==> src/rtl/debounce_defs_pkg.sv <==
// rtl/debounce_defs_pkg.sv - shared state encoding for the per-channel debounce FSM
package debounce_defs;

  typedef enum logic [1:0] {
    LOW_STABLE  = 2'd0,
    HIGH_CHECK  = 2'd1,
    HIGH_STABLE = 2'd2,
    LOW_CHECK   = 2'd3
  } db_state_e;

endpackage

==> src/rtl/debounce_bit.sv <==
// rtl/debounce_bit.sv - one switch channel: 2-flop synchronizer, counter debounce FSM, edge strobes
module debounce_bit
  import debounce_defs::*;
#(
  parameter int unsigned STABLE_CYCLES = 500000
) (
  input  logic clk_in,
  input  logic rst_in,
  input  logic raw_in,
  output logic db_out,
  output logic rise_out,
  output logic fall_out
);

  localparam int unsigned CNT_W = $clog2(STABLE_CYCLES);
  localparam logic [CNT_W-1:0] CNT_LAST = CNT_W'(STABLE_CYCLES - 1);
  localparam logic [CNT_W-1:0] CNT_ONE  = CNT_W'(1);

  logic             s1_q, s2_q;
  db_state_e        state_q, state_d;
  logic [CNT_W-1:0] cnt_q, cnt_d;
  logic             db_q, db_d;
  logic             rise_q, rise_d;
  logic             fall_q, fall_d;

  always_ff @(posedge clk_in) begin
    if (rst_in) begin
      s1_q    <= 1'b0;
      s2_q    <= 1'b0;
      state_q <= LOW_STABLE;
      cnt_q   <= '0;
      db_q    <= 1'b0;
      rise_q  <= 1'b0;
      fall_q  <= 1'b0;
    end else begin
      s1_q    <= raw_in;
      s2_q    <= s1_q;
      state_q <= state_d;
      cnt_q   <= cnt_d;
      db_q    <= db_d;
      rise_q  <= rise_d;
      fall_q  <= fall_d;
    end
  end

  // The counter is only advanced inside a CHECK state and the FSM leaves
  // that state on CNT_LAST, so it can never wrap.
  always_comb begin
    state_d = state_q;
    cnt_d   = cnt_q;
    db_d    = db_q;
    rise_d  = 1'b0;
    fall_d  = 1'b0;
    case (state_q)
      LOW_STABLE: begin
        db_d = 1'b0;
        if (s2_q) begin
          state_d = HIGH_CHECK;
          cnt_d   = CNT_ONE;
        end
      end
      HIGH_CHECK: begin
        if (!s2_q) begin
          state_d = LOW_STABLE;
        end else if (cnt_q == CNT_LAST) begin
          state_d = HIGH_STABLE;
          db_d    = 1'b1;
          rise_d  = 1'b1;
        end else begin
          cnt_d = cnt_q + CNT_ONE;
        end
      end
      HIGH_STABLE: begin
        db_d = 1'b1;
        if (!s2_q) begin
          state_d = LOW_CHECK;
          cnt_d   = CNT_ONE;
        end
      end
      LOW_CHECK: begin
        if (s2_q) begin
          state_d = HIGH_STABLE;
        end else if (cnt_q == CNT_LAST) begin
          state_d = LOW_STABLE;
          db_d    = 1'b0;
          fall_d  = 1'b1;
        end else begin
          cnt_d = cnt_q + CNT_ONE;
        end
      end
      default: state_d = LOW_STABLE;
    endcase
  end

  assign db_out   = db_q;
  assign rise_out = rise_q;
  assign fall_out = fall_q;

endmodule

==> src/rtl/switch_debouncer.sv <==
// rtl/switch_debouncer.sv - WIDTH independent switch debouncers with rise/fall strobes
module switch_debouncer
  import debounce_defs::*;
#(
  parameter int unsigned WIDTH         = 2,
  parameter int unsigned STABLE_CYCLES = 500000
) (
  input  logic             clk_in,
  input  logic             rst_in,
  input  logic [WIDTH-1:0] raw_in,
  output logic [WIDTH-1:0] db_out,
  output logic [WIDTH-1:0] rise_out,
  output logic [WIDTH-1:0] fall_out
);

  for (genvar i = 0; i < WIDTH; i++) begin : g_ch
    debounce_bit #(
      .STABLE_CYCLES(STABLE_CYCLES)
    ) u_bit (
      .clk_in  (clk_in),
      .rst_in  (rst_in),
      .raw_in  (raw_in[i]),
      .db_out  (db_out[i]),
      .rise_out(rise_out[i]),
      .fall_out(fall_out[i])
    );
  end

endmodule

==> config.mk <==
export PLATFORM = sky130hd
export DESIGN_NAME = switch_debouncer
export DESIGN_NICKNAME = d
export VERILOG_FILES = /design/src/rtl/debounce_defs_pkg.sv /design/src/rtl/debounce_bit.sv /design/src/rtl/switch_debouncer.sv
export SDC_FILE = /design/constraint.sdc
export NUM_CORES = 1
export LEC_CHECK = 0
export ABC_AREA = 1
export CAP_MARGIN = 5
export CORE_MARGIN = 2
export CORE_UTILIZATION = 56
export CTS_BUF_LIST = sky130_fd_sc_hd__clkbuf_4 sky130_fd_sc_hd__clkbuf_8 sky130_fd_sc_hd__clkbuf_16
export CTS_CLUSTER_DIAMETER = 120
export DETAILED_ROUTE_END_ITERATION = 8
export HOLD_SLACK_MARGIN = 0.05
export PLACE_DENSITY = 0.78
export SLEW_MARGIN = 40
export SYNTH_ARGS = -nofsm -noshare
export SYNTH_HDL_FRONTEND = slang
export SYNTH_SLANG_ARGS = --single-unit
==> constraint.sdc <==
create_clock -name clk_in -period 1.78 [get_ports clk_in]
set_input_delay 0.178 -clock clk_in [delete_from_list [all_inputs] [get_ports clk_in]]
set_output_delay 0.178 -clock clk_in [all_outputs]
set_load 0.05 [all_outputs]
==> metrics.md, run 1 <==
| Metric | Value |
|---|---|
| GRT overflow | `0` |
| Syn Area/Cell | `~6.2 µm²` |
| Sequential area share after synthesis | `between 30 and 40%` |
| WP data required | `2000 ps` |
| Area grow syn2layout | `14.3%` |
| H-tree levels | `2` |
| CP arrival | `approximately 1900 ps` |
| Worst slew margin | `66.8%` |
| Final Skew | `10.8 ps` |
| R2R Setup Slk | `about 92 ps` |
| Clock buffer count from CTS | `5` |
| Max clock buf depth | `2` |
| DR WL/cell | `12.3 µm` |
| # IOs | `10` |
| Die X | `~80 µm` |
| Fin crit period | `roughly 1700 ps` |
| Reg2Reg Capture Point | `g_ch[1].u_bit.cnt_q[18]$_SDFFE_PP0P_` |
| TritonRoute pass-1 iters | `5` |
| Max Fclk | `a little under 0.6 GHz` |
| Syn Nets | `532` |
| Final WS setup | `just over 90 ps` |
| Initial DRC Count | `about 210` |
| Synth Instances | `around 520` |
| Initial Utilization | `around 58%` |
| Initial antenna violation count | `0` |
| Status | `finished, final reports clean` |
| Final net count | `558` |
| Critical path class | `flip-flop to flip-flop` |
| CTS tree | `built` |
| Final Hold Fails | `0` |
| Cell Rows | `27` |
| Worst r2r src | `g_ch[1].u_bit.state_q[0]$_SDFFE_PP0P_` |
| Final WL | `between 7000 and 8000 µm` |
| Hold Path Stages | `3` |
| Place WS | `14.6 ps` |
| Post-synthesis cell area | `3210 µm²` |
| Met3 Wirelength | `624 µm` |
| Fin crit share | `94.8%` |
| CTS clk-pin slew, worst paths | `110 ps` |
| N_diodes | `0` |
| Critical path capture point type | `flip-flop` |
| Max-Cap Viols | `0` |
| Core area | `5510 µm²` |
| Root Buffer | `clkbuf_8` |
| Final GP Congestion | `0.923` |
| Leakage | `about 0.0013 µW` |
| Hold path start | `raw_in[0]` |
| Wire length on met1 | `3510 µm` |
| Total track usage | `approximately 25%` |
| First-pass GRT wire length | `12700 µm` |
| HPWL Detailed | `between 5000 and 6000 µm` |
| Die Y | `~80 µm` |
| Clock net sink count | `52` |
| Vias in the first global route | `2894` |
| Setup violators final | `0` |
| DR top layer | `met4` |
| Worst Hold Class | `input port to flip-flop` |
| Fin cells | `617` |
| Max-slew violations | `0` |
| Crit-path max FO | `6` |
| # DRC | `0` |
| Setup crit start kind | `flip-flop` |
| Share of cells above drive strength 1 | `12.7%` |
| # placed instances | `606` |
| R2R depth | `11` |
| DIE AREA | `~6400 µm²` |
| Clk Latency, worst-skew pair | `approximately 320 ps` |
| CTS Hold Bufs | `0` |
| Worst-margin pin slew | `497 ps` |
| Post-DRT Antenna Nets | `0` |
| WHS Endpoint | `g_ch[0].u_bit.s1_q$_SDFF_PP0_` |
| P per Cell Area | `between 1000 and 1500 nW/µm²` |
| # port buffers | `9` |
| Routed vias | `between 3k and 4k` |
| Vias per cell | `5.32` |
| Synth Warn # | `0` |
| Synth unique cells | `32` |
| Routed wl met2 | `3400 µm` |
| Synthesized flop and latch total | `52` |
| Fill cells | `about 470` |
| Max VDD drop | `between 900 and 1000 µV` |
| Largest net degree at the start of global routing | `26` |
## routing by layer
metal	GRT usage (%)	up-vias
li1	-	1681
met1	35.2	1460
met2	39.0	137
met3	3.62	7
met4	7.80	0
met5	0	-
## stage by stage
| step | TNS, ps | total power [µW] | utilization, % | hold WS (ps) | cell area (µm²) |
|---|---|---|---|---|---|
| global route | -9.65 | 4450 | 66.7 | 371 | 3670 |
| floorplan | 0 | 2610 | - | 285 | 3210 |
| global placement | 0 | 3110 | 63.0 | 398 | 3470 |
| detailed placement | 0 | 3160 | 63.0 | 402 | 3470 |
| CTS | 0 | 3890 | 64.8 | 368 | 3570 |
| finish | 0 | 4170 | 66.7 | 368 | 3670 |
## cells in the final DEF (no fill, tap or decap), types with 3 or more instances in the layout
cell type        Yosys  layout
o21ai_0             10       8
and2_1               3       3
nand2_1            166     164
buf_6                1       4
dfxtp_1             52      47
inv_1               37      37
xor2_1              12      12
inv_2                6       5
nor2_2               2       7
buf_4                7      23
clkbuf_8             0       5
nand3_1             31      30
nor2_1             101      96
a21oi_1             39      38
clkdlybuf4s50_1      0       9
o21ai_1              4       4
o211ai_1             3       3
dfxtp_2              0       3
nand2_2              1       3
ha_1                10       8
nand4_1              5       5
nor3_1               6       6
## timing repair
item / in CTS / in global routing
setup buffers: 0 / 2
endpoints found under the setup margin: 8 / 39
pin swaps: 0 / 5
cloned: 0 / 1
gates resized for setup: 1 / 30
## cells in the mapped netlist
| master | n | area share [%] |
|---|---|---|
| nand2_2 | 1 | 0.19 |
| a21oi_1 | 39 | 6.1 |
| clkinv_1 | 1 | 0.12 |
| ha_1 | 10 | 3.9 |
| nor2_4 | 1 | 0.35 |
| o211ai_1 | 3 | 0.70 |
| nand4_1 | 5 | 0.97 |
| buf_4 | 7 | 1.6 |
| buf_2 | 3 | 0.47 |
| and2_0 | 1 | 0.19 |
| and2_1 | 3 | 0.58 |
| nand2_1 | 166 | 19 |
| o21bai_1 | 2 | 0.47 |
| nor2_1 | 101 | 12 |
| inv_2 | 6 | 0.70 |
| nor3_1 | 6 | 0.93 |
| buf_6 | 1 | 0.35 |
| nand3_2 | 1 | 0.31 |
| nand2_4 | 1 | 0.35 |
| nand4_4 | 1 | 0.66 |
| nor3_2 | 1 | 0.31 |
| o21ai_1 | 4 | 0.62 |
| dfxtp_1 | 52 | 32 |
| xnor2_1 | 2 | 0.55 |
| clkbuf_1 | 6 | 0.70 |
| o21ai_0 | 10 | 1.6 |
| nor3_4 | 1 | 0.51 |
| nor2_2 | 2 | 0.39 |
| xor2_1 | 12 | 3.3 |
| nand3_1 | 31 | 4.8 |
| inv_1 | 37 | 4.3 |
| a21boi_2 | 1 | 0.35 |
## flip-flops by register name (all words and copies together), names as in the netlist, named ones only
name,flops
g_ch.u_bit.s2_q,2
g_ch.u_bit.state_q,2
g_ch.u_bit.db_out,2
g_ch.u_bit.rise_out,2
g_ch.u_bit.s1_q,2
g_ch.u_bit.cnt_q,38
g_ch.u_bit.fall_out,2
## cells by family (layout without fill, tap and decap cells)
logic type | Yosys count | in the layout | synth area share (%)
and+or+nand+nor | 322 | 322 | 41.8
buffers and inverters | 61 | 88 | 8.30
AOI/OAI and AO/OA | 59 | 59 | 9.78
DFF | 52 | 52 | 32.4
xor gates and xnor gates | 14 | 14 | 3.82
adders and majority gates | 10 | 10 | 3.90
## how the worst max path moves through the flow
stage	start	to	slack [ps]	depth (start not counted)
2_1_floorplan	g_ch[0].u_bit.cnt_q[0]$_SDFFE_PP0P_	g_ch[0].u_bit.cnt_q[12]$_SDFFE_PP0P_	70	9
3_3_place_gp	g_ch[1].u_bit.state_q[0]$_SDFFE_PP0P_	g_ch[1].u_bit.cnt_q[15]$_SDFFE_PP0P_	120	10
3_5_place_dp	g_ch[1].u_bit.state_q[0]$_SDFFE_PP0P_	g_ch[1].u_bit.cnt_q[16]$_SDFFE_PP0P_	10	10
4_1_cts	flip-flop	g_ch[1].u_bit.cnt_q[16]$_SDFFE_PP0P_	30	10
5_1_grt	g_ch[1].u_bit.state_q[0]$_SDFFE_PP0P_	g_ch[1].u_bit.cnt_q[8]$_SDFFE_PP0P_	-7	10
6_report	g_ch[1].u_bit.state_q[0]$_SDFFE_PP0P_	g_ch[1].u_bit.cnt_q[18]$_SDFFE_PP0P_	90	11
## report_power, final
group	internal, µW	switching [µW]	leakage (µW)	total (µW)
combinational	762	1300	0.000864	2060
sequential	1290	88.9	0.000424	1380
clock	290	442	0.0000463	732
## critical path, stage by stage (launching register included)
cell and delay, ps:
dfxtp_4 380, inv_1 100, ha_2 200, nand2_1 80, nand2_1 120, nor2_2 50, buf_4 140, a21boi_4 210
buf_4 160, nor2_1 40, nor2_1 80, nor2_1 40
## layout make-up
type	instances	area (µm²)	share of cell area (%)
multi-input cells	405	1960	53.3
flip-flops and latches	52	1050	28.7
repair buffers	36	308	8.38
inverters	44	168	4.57
well taps	72	90.1	2.45
clock buffers	5	68.8	1.87
clock inverters	3	27.5	0.750
Note: power is estimated with default switching activity, not from simulation.
==> run 2: changes to the inputs <==
- SLEW_MARGIN: 40 -> 0
- SYNTH_HIERARCHICAL: default -> 1
==> metrics.md, run 2 <==
| Metric | Value |
|---|---|
| Setup crit start kind | `flip-flop (unchanged)` |
| Largest net degree at the start of global routing | `25 (was 26)` |
| CTS tree | `built (unchanged)` |
| Core area | `5570 µm² (was 5510 µm²)` |
| # IOs | `10 (unchanged)` |
| Post-synthesis cell area | `3290 µm² (was 3210 µm²)` |
| Fin crit share | `93.2% (was 94.8%)` |
| Worst-margin pin slew | `497 ps (about the same)` |
| Slowest stage delay, CP | `380 ps (about the same)` |
| Max Fclk | `0.603 GHz (was 0.592 GHz)` |
| Root Buffer | `clkbuf_8 (unchanged)` |
| Placed cell area | `3440 µm² (was 3470 µm²)` |
| Vias in the first global route | `2787 (was 2894)` |
| WP data required | `1980 ps (was 2000 ps)` |
| Most common cell in the netlist | `nand2_1 (unchanged)` |
| Commonest cells post-synth | `nand2_1 (141), nor2_1 (93), inv_1 (57) (was nand2_1 (166), nor2_1 (101), dfxtp_1 (52))` |
| # DRC | `0 (unchanged)` |
| P per Cell Area | `946 nW/µm² (was 1140 nW/µm²)` |
| Fin crit period | `1660 ps (was 1690 ps)` |
| Syn Nets | `522 (was 532)` |
| Commonest non-fill, non-tap cells in the layout | `nand2_1 (141), nor2_1 (93), inv_1 (56), dfxtp_1 (49), nand3_1 (36) (was nand2_1 (164), nor2_1 (96), dfxtp_1 (47), a21oi_1 (38), inv_1 (37))` |
| Max clock buf depth | `2 (unchanged)` |
| Worst slew margin | `66.8% (about the same)` |
| R2R Setup Slk | `120 ps (was 90 ps)` |
| Fin cells | `593 (was 617)` |
| Setup violators final | `0 (unchanged)` |
| Final Hold Fails | `0 (unchanged)` |
| Delay-heaviest family, CP | `simple AND/OR/NAND/NOR gates (unchanged)` |
| # port buffers | `9 (unchanged)` |
| Synth area leader | `dfxtp_1 (unchanged)` |
| Final GP Congestion | `0.886 (was 0.923)` |
| Synth Instances | `508 (was 518)` |
| Worst Hold Class | `input port to flip-flop (unchanged)` |
| DIE AREA | `6500 µm² (was 6360 µm²)` |
| Final WL | `6900 µm (was 7600 µm)` |
| Largest Register | `g_ch.u_bit/cnt_q (was g_ch.u_bit.cnt_q)` |
| Post-route cell area | `3560 µm² (was 3670 µm²)` |
| N_diodes | `0 (unchanged)` |
| GRT overflow | `0 (unchanged)` |
| Max-Cap Viols | `0 (unchanged)` |
| Initial Utilization | `59.0% (was 58.3%)` |
| Clock buffer count from CTS | `5 (unchanged)` |
| DR WL/cell | `11.6 µm (was 12.3 µm)` |
| Crit-path max FO | `10 (was 6)` |
| Critical path capture point type | `flip-flop (unchanged)` |
| Clk Latency, worst-skew pair | `310 ps (was 320 ps)` |
| # placed instances | `584 (was 606)` |
| Initial DRC Count | `157 (was 214)` |
| Syn Area/Cell | `6.47 µm² (was 6.20 µm²)` |
| Die Y | `80.6 µm (was 79.7 µm)` |
| Hold Path Stages | `3 (unchanged)` |
| Sequential area share after synthesis | `31.7% (was 32.4%)` |
| Synth Warn # | `6 (was 0)` |
| Vias per cell | `5.10 (was 5.32)` |
| Total track usage | `22.5% (was 24.8%)` |
| H-tree levels | `2 (unchanged)` |
| Commonest non-fill, non-tap cell in the layout | `nand2_1 (unchanged)` |
| Slowest CP cell | `dfxtp_1 (was dfxtp_4)` |
| Synth unique cells | `29 (was 32)` |
| Max reg flops | `38 (unchanged)` |
| CP bufs+invs | `3 (unchanged)` |
| Post-DRT Antenna Nets | `0 (unchanged)` |
| Setup TNS | `0 ps (unchanged)` |
| Ys flop type | `dfxtp_1 (unchanged)` |
| Hold path start | `raw_in[1] (was raw_in[0])` |
| Total power | `3370 µW (was 4170 µW)` |
| TritonRoute pass-1 iters | `4 (was 5)` |
| Ys async rst share | `0% (unchanged)` |
| Hold WS | `379 ps (was 368 ps)` |
| Critical path class | `flip-flop to flip-flop (unchanged)` |
| Final net count | `534 (was 558)` |
| RSZ-0062 raised after global routing | `no` |
| Area grow syn2layout | `8.22% (was 14.3%)` |
| Max VDD drop | `948 µV (was 905 µV)` |
| Routed vias | `3026 (was 3285)` |
| Cell Rows | `27 (unchanged)` |
| HPWL Detailed | `5030 µm (was 5540 µm)` |
| Die X | `80.6 µm (was 79.7 µm)` |
| R2R depth | `9 (was 11)` |
| Leakage | `0.00142 µW (was 0.00133 µW)` |
| Synthesized flop and latch total | `52 (unchanged)` |
| Initial antenna violation count | `0 (unchanged)` |
| Status | `finished, final reports clean (unchanged)` |
| First-pass GRT wire length | `11700 µm (was 12700 µm)` |
| Clock net sink count | `52 (unchanged)` |
| Worst-path cell chain | `inv_1 > ha_1 > inv_1 > o21ai_1 > nor2_4 > buf_4 > nand3_1 > nor2_1 > nor2_1 (was inv_1 > ha_2 > nand2_1 > nand2_1 > nor2_2 > buf_4 > a21boi_4 > buf_4 > nor2_1 > nor2_1 > nor2_1)` |
| Critical path depth | `9 (was 11)` |
| Post-synth top area share | `31.7% (was 32.4%)` |
| CP arrival | `1860 ps (was 1910 ps)` |
| CTS clk-pin slew, worst paths | `100 ps (was 110 ps)` |
| EDFF count, synth | `0 (unchanged)` |
| Final Skew | `9.01 ps (was 10.8 ps)` |
| Max-slew violations | `0 (unchanged)` |
| Synth top area cells | `dfxtp_1 (32%), nand2_1 (16%), nor2_1 (11%) (was dfxtp_1 (32%), nand2_1 (19%), nor2_1 (12%))` |
| Share of cells above drive strength 1 | `12.3% (was 12.7%)` |
[run 2: tightest hold or removal path, cell delays in order]
cell and delay (ps):
clkdlybuf4s50_1 400, inv_1 50, nor2_1 30
[run 2: path summary, 6_finish.rpt]
kind | endpoint
worst max-delay path | g_ch[1].u_bit/cnt_q[13]$_SDFFE_PP0P_
worst min-delay path | g_ch[1].u_bit/s1_q$_SDFF_PP0_
worst max register to register | g_ch[1].u_bit/cnt_q[13]$_SDFFE_PP0P_
worst min register to register | g_ch[0].u_bit/s2_q$_SDFF_PP0_
[run 2: cells by family after synthesis]
group	after synthesis	share of synthesized area, %
compound gates	31	5.71
xor+xnor	12	3.20
fa+ha+maj	10	3.81
buf+inv	76	10.0
flops	52	31.7
simple gates	327	45.6
[run 2: through the flow]
step           utilization, %  setup WS [ps]
2_1_floorplan               -            287
4_1_cts                  63.4           49.2
5_1_grt                  63.8           4.69
6_report                 63.8            120
3_3_place_gp             61.7            121
3_5_place_dp             61.7           82.6
[run 2: final cells by class]
type / count / area (µm²)
tap: 72 / 90.1
clock inverter: 1 / 7.51
inverter: 62 / 233
fill: 497 / 2020
sequential: 52 / 1040
timing repair buffer: 19 / 165
clock buffer: 7 / 90.1
multi-input combinational: 380 / 1930
[run 2: where the power goes]
part	internal, µW	switching (µW)	leakage [µW]
clock	332	386	0.0000479
sequential	1250	76.5	0.000422
combinational	408	908	0.000948
[run 2: per-layer routing]
layer / wire [µm] / GRT usage [%] / up-vias / share of wire [%]
met3: 196 / 3.93 / 11 / 2.8
met2: 3360 / 40.0 / 45 / 49
met5: 0 / 0 / - / 0
met1: 3230 / 27.3 / 1346 / 47
met4: 110 / 7.63 / 0 / 1.6
li1: - / - / 1624 / -
[run 2: repair_timing]
item,4_1_cts,5_1_grt
hold buffers,0,0
endpoints found under the setup margin,0,20
resized for setup,0,8
buffers inserted,0,1
==> run 3: changes to the inputs <==
- CORE_ASPECT_RATIO: default -> 1.4
==> metrics.md, run 3 (synthesis gave the netlist of run 2 again) <==
| Metric | Value |
|---|---|
| R2R depth | `9 (unchanged)` |
| Fin crit share | `93.1% (was 93.2%)` |
| # DRC | `0 (unchanged)` |
| Final GP Congestion | `0.896 (was 0.886)` |
| Setup crit start kind | `flip-flop (unchanged)` |
| GRT overflow | `0 (unchanged)` |
| Final net count | `536 (was 534)` |
| # placed instances | `584 (unchanged)` |
| TritonRoute pass-1 iters | `4 (unchanged)` |
| Hold path start | `g_ch[1].u_bit/s1_q$_SDFF_PP0_ (was raw_in[1])` |
| Max-Cap Viols | `0 (unchanged)` |
| R2R Setup Slk | `120 ps (about the same)` |
| CP bufs+invs | `0 (was 3)` |
| Slowest CP cell | `dfxtp_1 (unchanged)` |
| Initial Utilization | `56.9% (was 59.0%)` |
| Max Fclk | `0.604 GHz (was 0.603 GHz)` |
| Clk Latency, worst-skew pair | `300 ps (was 310 ps)` |
| Initial antenna violation count | `0 (unchanged)` |
| P per Cell Area | `1000 nW/µm² (was 946 nW/µm²)` |
| Cell Rows | `33 (was 27)` |
| Critical path capture point type | `flip-flop (unchanged)` |
| Worst-margin pin slew | `500 ps (was 497 ps)` |
| CTS Hold Bufs | `0 (unchanged)` |
| CP Launch Point | `g_ch[0].u_bit/cnt_q[0]$_SDFFE_PP0P_` |
| Critical path depth | `9 (unchanged)` |
| Final WL | `6940 µm (was 6900 µm)` |
| Worst-path cell chain | `ha_1 > nand3_2 > nor2_4 > nand3_2 > nand2_1 > nand3_1 > nand2_1 > nand2_1 > nor2_1 (was inv_1 > ha_1 > inv_1 > o21ai_1 > nor2_4 > buf_4 > nand3_1 > nor2_1 > nor2_1)` |
| Crit-path max FO | `5 (was 10)` |
| Largest Register | `g_ch.u_bit/cnt_q (unchanged)` |
| # port buffers | `9 (unchanged)` |
| Routed vias | `3083 (was 3026)` |
| Initial DRC Count | `129 (was 157)` |
| Vias per cell | `5.20 (was 5.10)` |
| WP data required | `2020 ps (was 1980 ps)` |
| Place WS | `82.9 ps (was 82.6 ps)` |
| Worst Hold Class | `flip-flop to flip-flop (was input port to flip-flop)` |
| Status | `finished, final reports clean (unchanged)` |
| Max clock buf depth | `2 (unchanged)` |
| Critical path class | `flip-flop to flip-flop (unchanged)` |
| Sequential power share | `36.7% (was 39.5%)` |
| Fill cells | `548 (was 497)` |
| Setup TNS | `0 ps (unchanged)` |
| Share of cells above drive strength 1 | `12.2% (was 12.3%)` |
| Die Y | `94.7 µm (was 80.6 µm)` |
| DIE AREA | `6510 µm² (was 6500 µm²)` |
| CP arrival | `1890 ps (was 1860 ps)` |
| Commonest non-fill, non-tap cell in the layout | `nand2_1 (unchanged)` |
| CTS clk-pin slew, worst paths | `100 ps (about the same)` |
| Die X | `68.8 µm (was 80.6 µm)` |
| Root Buffer | `clkbuf_8 (unchanged)` |
| H-tree levels | `2 (unchanged)` |
| Total track usage | `22.5% (about the same)` |
| Delay-heaviest family, CP | `simple AND/OR/NAND/NOR gates (unchanged)` |
| Max reg flops | `38 (unchanged)` |
| Vias in the first global route | `2774 (was 2787)` |
| Internal power | `2250 µW (was 1990 µW)` |
| Final WS setup | `123 ps (was 120 ps)` |
| Area grow syn2layout | `9.82% (was 8.22%)` |
| Register area | `1040 µm² (about the same)` |
| Cell with the most instances on the worst path | `nand2_1` |
| Final Hold Fails | `0 (unchanged)` |
| Sw Share | `37.9% (was 40.7%)` |
| Setup violators final | `0 (unchanged)` |
| Core area | `5780 µm² (was 5570 µm²)` |
| Largest net degree at the start of global routing | `18 (was 25)` |
| Slowest stage delay, CP | `390 ps (was 380 ps)` |
| Clock buffer count from CTS | `5 (unchanged)` |
| Net Sw Power | `1370 µW (about the same)` |
| Leakage | `0.00145 µW (was 0.00142 µW)` |
| Worst r2r src | `g_ch[0].u_bit/cnt_q[0]$_SDFFE_PP0P_` |
| Combinational share of power | `36.8% (was 39.1%)` |
| Worst slew margin | `66.6% (was 66.8%)` |
| First-pass GRT wire length | `11400 µm (was 11700 µm)` |
| Multi-input logic area | `1920 µm² (was 1930 µm²)` |
| RSZ-0062 raised after global routing | `no (unchanged)` |
| CTS tree | `built (unchanged)` |
| Max-slew violations | `0 (unchanged)` |
| Max VDD drop | `916 µV (was 948 µV)` |
| Fin crit period | `1660 ps (about the same)` |
| Final Skew | `14.6 ps (was 9.01 ps)` |
| DR WL/cell | `11.7 µm (was 11.6 µm)` |
| HPWL Detailed | `5390 µm (was 5030 µm)` |
| Final Util | `62.4% (was 63.8%)` |
| N_diodes | `0 (unchanged)` |
| Commonest non-fill, non-tap cells in the layout | `nand2_1 (141), nor2_1 (93), inv_1 (56), dfxtp_1 (50), nand3_1 (36) (was nand2_1 (141), nor2_1 (93), inv_1 (56), dfxtp_1 (49), nand3_1 (36))` |
| Clock network power share | `26.5% (was 21.3%)` |
| Fin cells | `593 (unchanged)` |
| Post-DRT Antenna Nets | `0 (unchanged)` |
| Clock net sink count | `52 (unchanged)` |
| # IOs | `10 (unchanged)` |
[run 3: layout make-up]
cell class              count  share of cell area, %
inverters                  62                   6.45
clock buffers               5                   1.91
well taps                  70                   2.43
repair buffers             21                   5.10
flip-flops and latches     52                   28.9
clock inverters             3                   1.91
multi-input cells         380                   53.3
[run 3: per-layer routing]
layer,track usage [%],part of all wire (%)
met1,23.5,41
met2,43.8,55
met3,2.62,2.3
met4,8.17,1.6
met5,0,0
[run 3: what timing repair did]
action / 4_1_cts / 5_1_grt
gates resized for setup: 0 / 6
endpoints found under the setup margin: 0 / 16
setup buffers: 0 / 1
[run 3: tightest hold or removal path, stage by stage (launching register included)]
cell     delay (ps)
dfxtp_1         310
inv_1            40
nor2_1           30
[run 3: stage by stage]
step,hold WS (ps),power (µW),cell area (µm²)
floorplan,285,2380,3290
global placement,391,2600,3450
detailed placement,400,2640,3450
CTS,389,3610,3590
global route,411,3850,3610
finish,395,3620,3610
[run 3: power groups by stage]
stage	Combinational [µW]	Sequential, µW	Clock, µW
3_3_place_gp	1260	1340	0
4_1_cts	1290	1320	989
6_report	1330	1330	958
3_5_place_dp	1290	1350	0
5_1_grt	1490	1340	1020
2_1_floorplan	973	1400	0
[run 3: worst min path at each step]
stage                               endpoint  cells past startpoint
5_1_grt        g_ch[0].u_bit/s1_q$_SDFF_PP0_                      3
3_3_place_gp   g_ch[0].u_bit/s2_q$_SDFF_PP0_                      2
2_1_floorplan  g_ch[0].u_bit/s1_q$_SDFF_PP0_                      2
4_1_cts        g_ch[1].u_bit/s1_q$_SDFF_PP0_                      3
6_report       g_ch[1].u_bit/s2_q$_SDFF_PP0_                      2
3_5_place_dp   g_ch[0].u_bit/s2_q$_SDFF_PP0_                      2
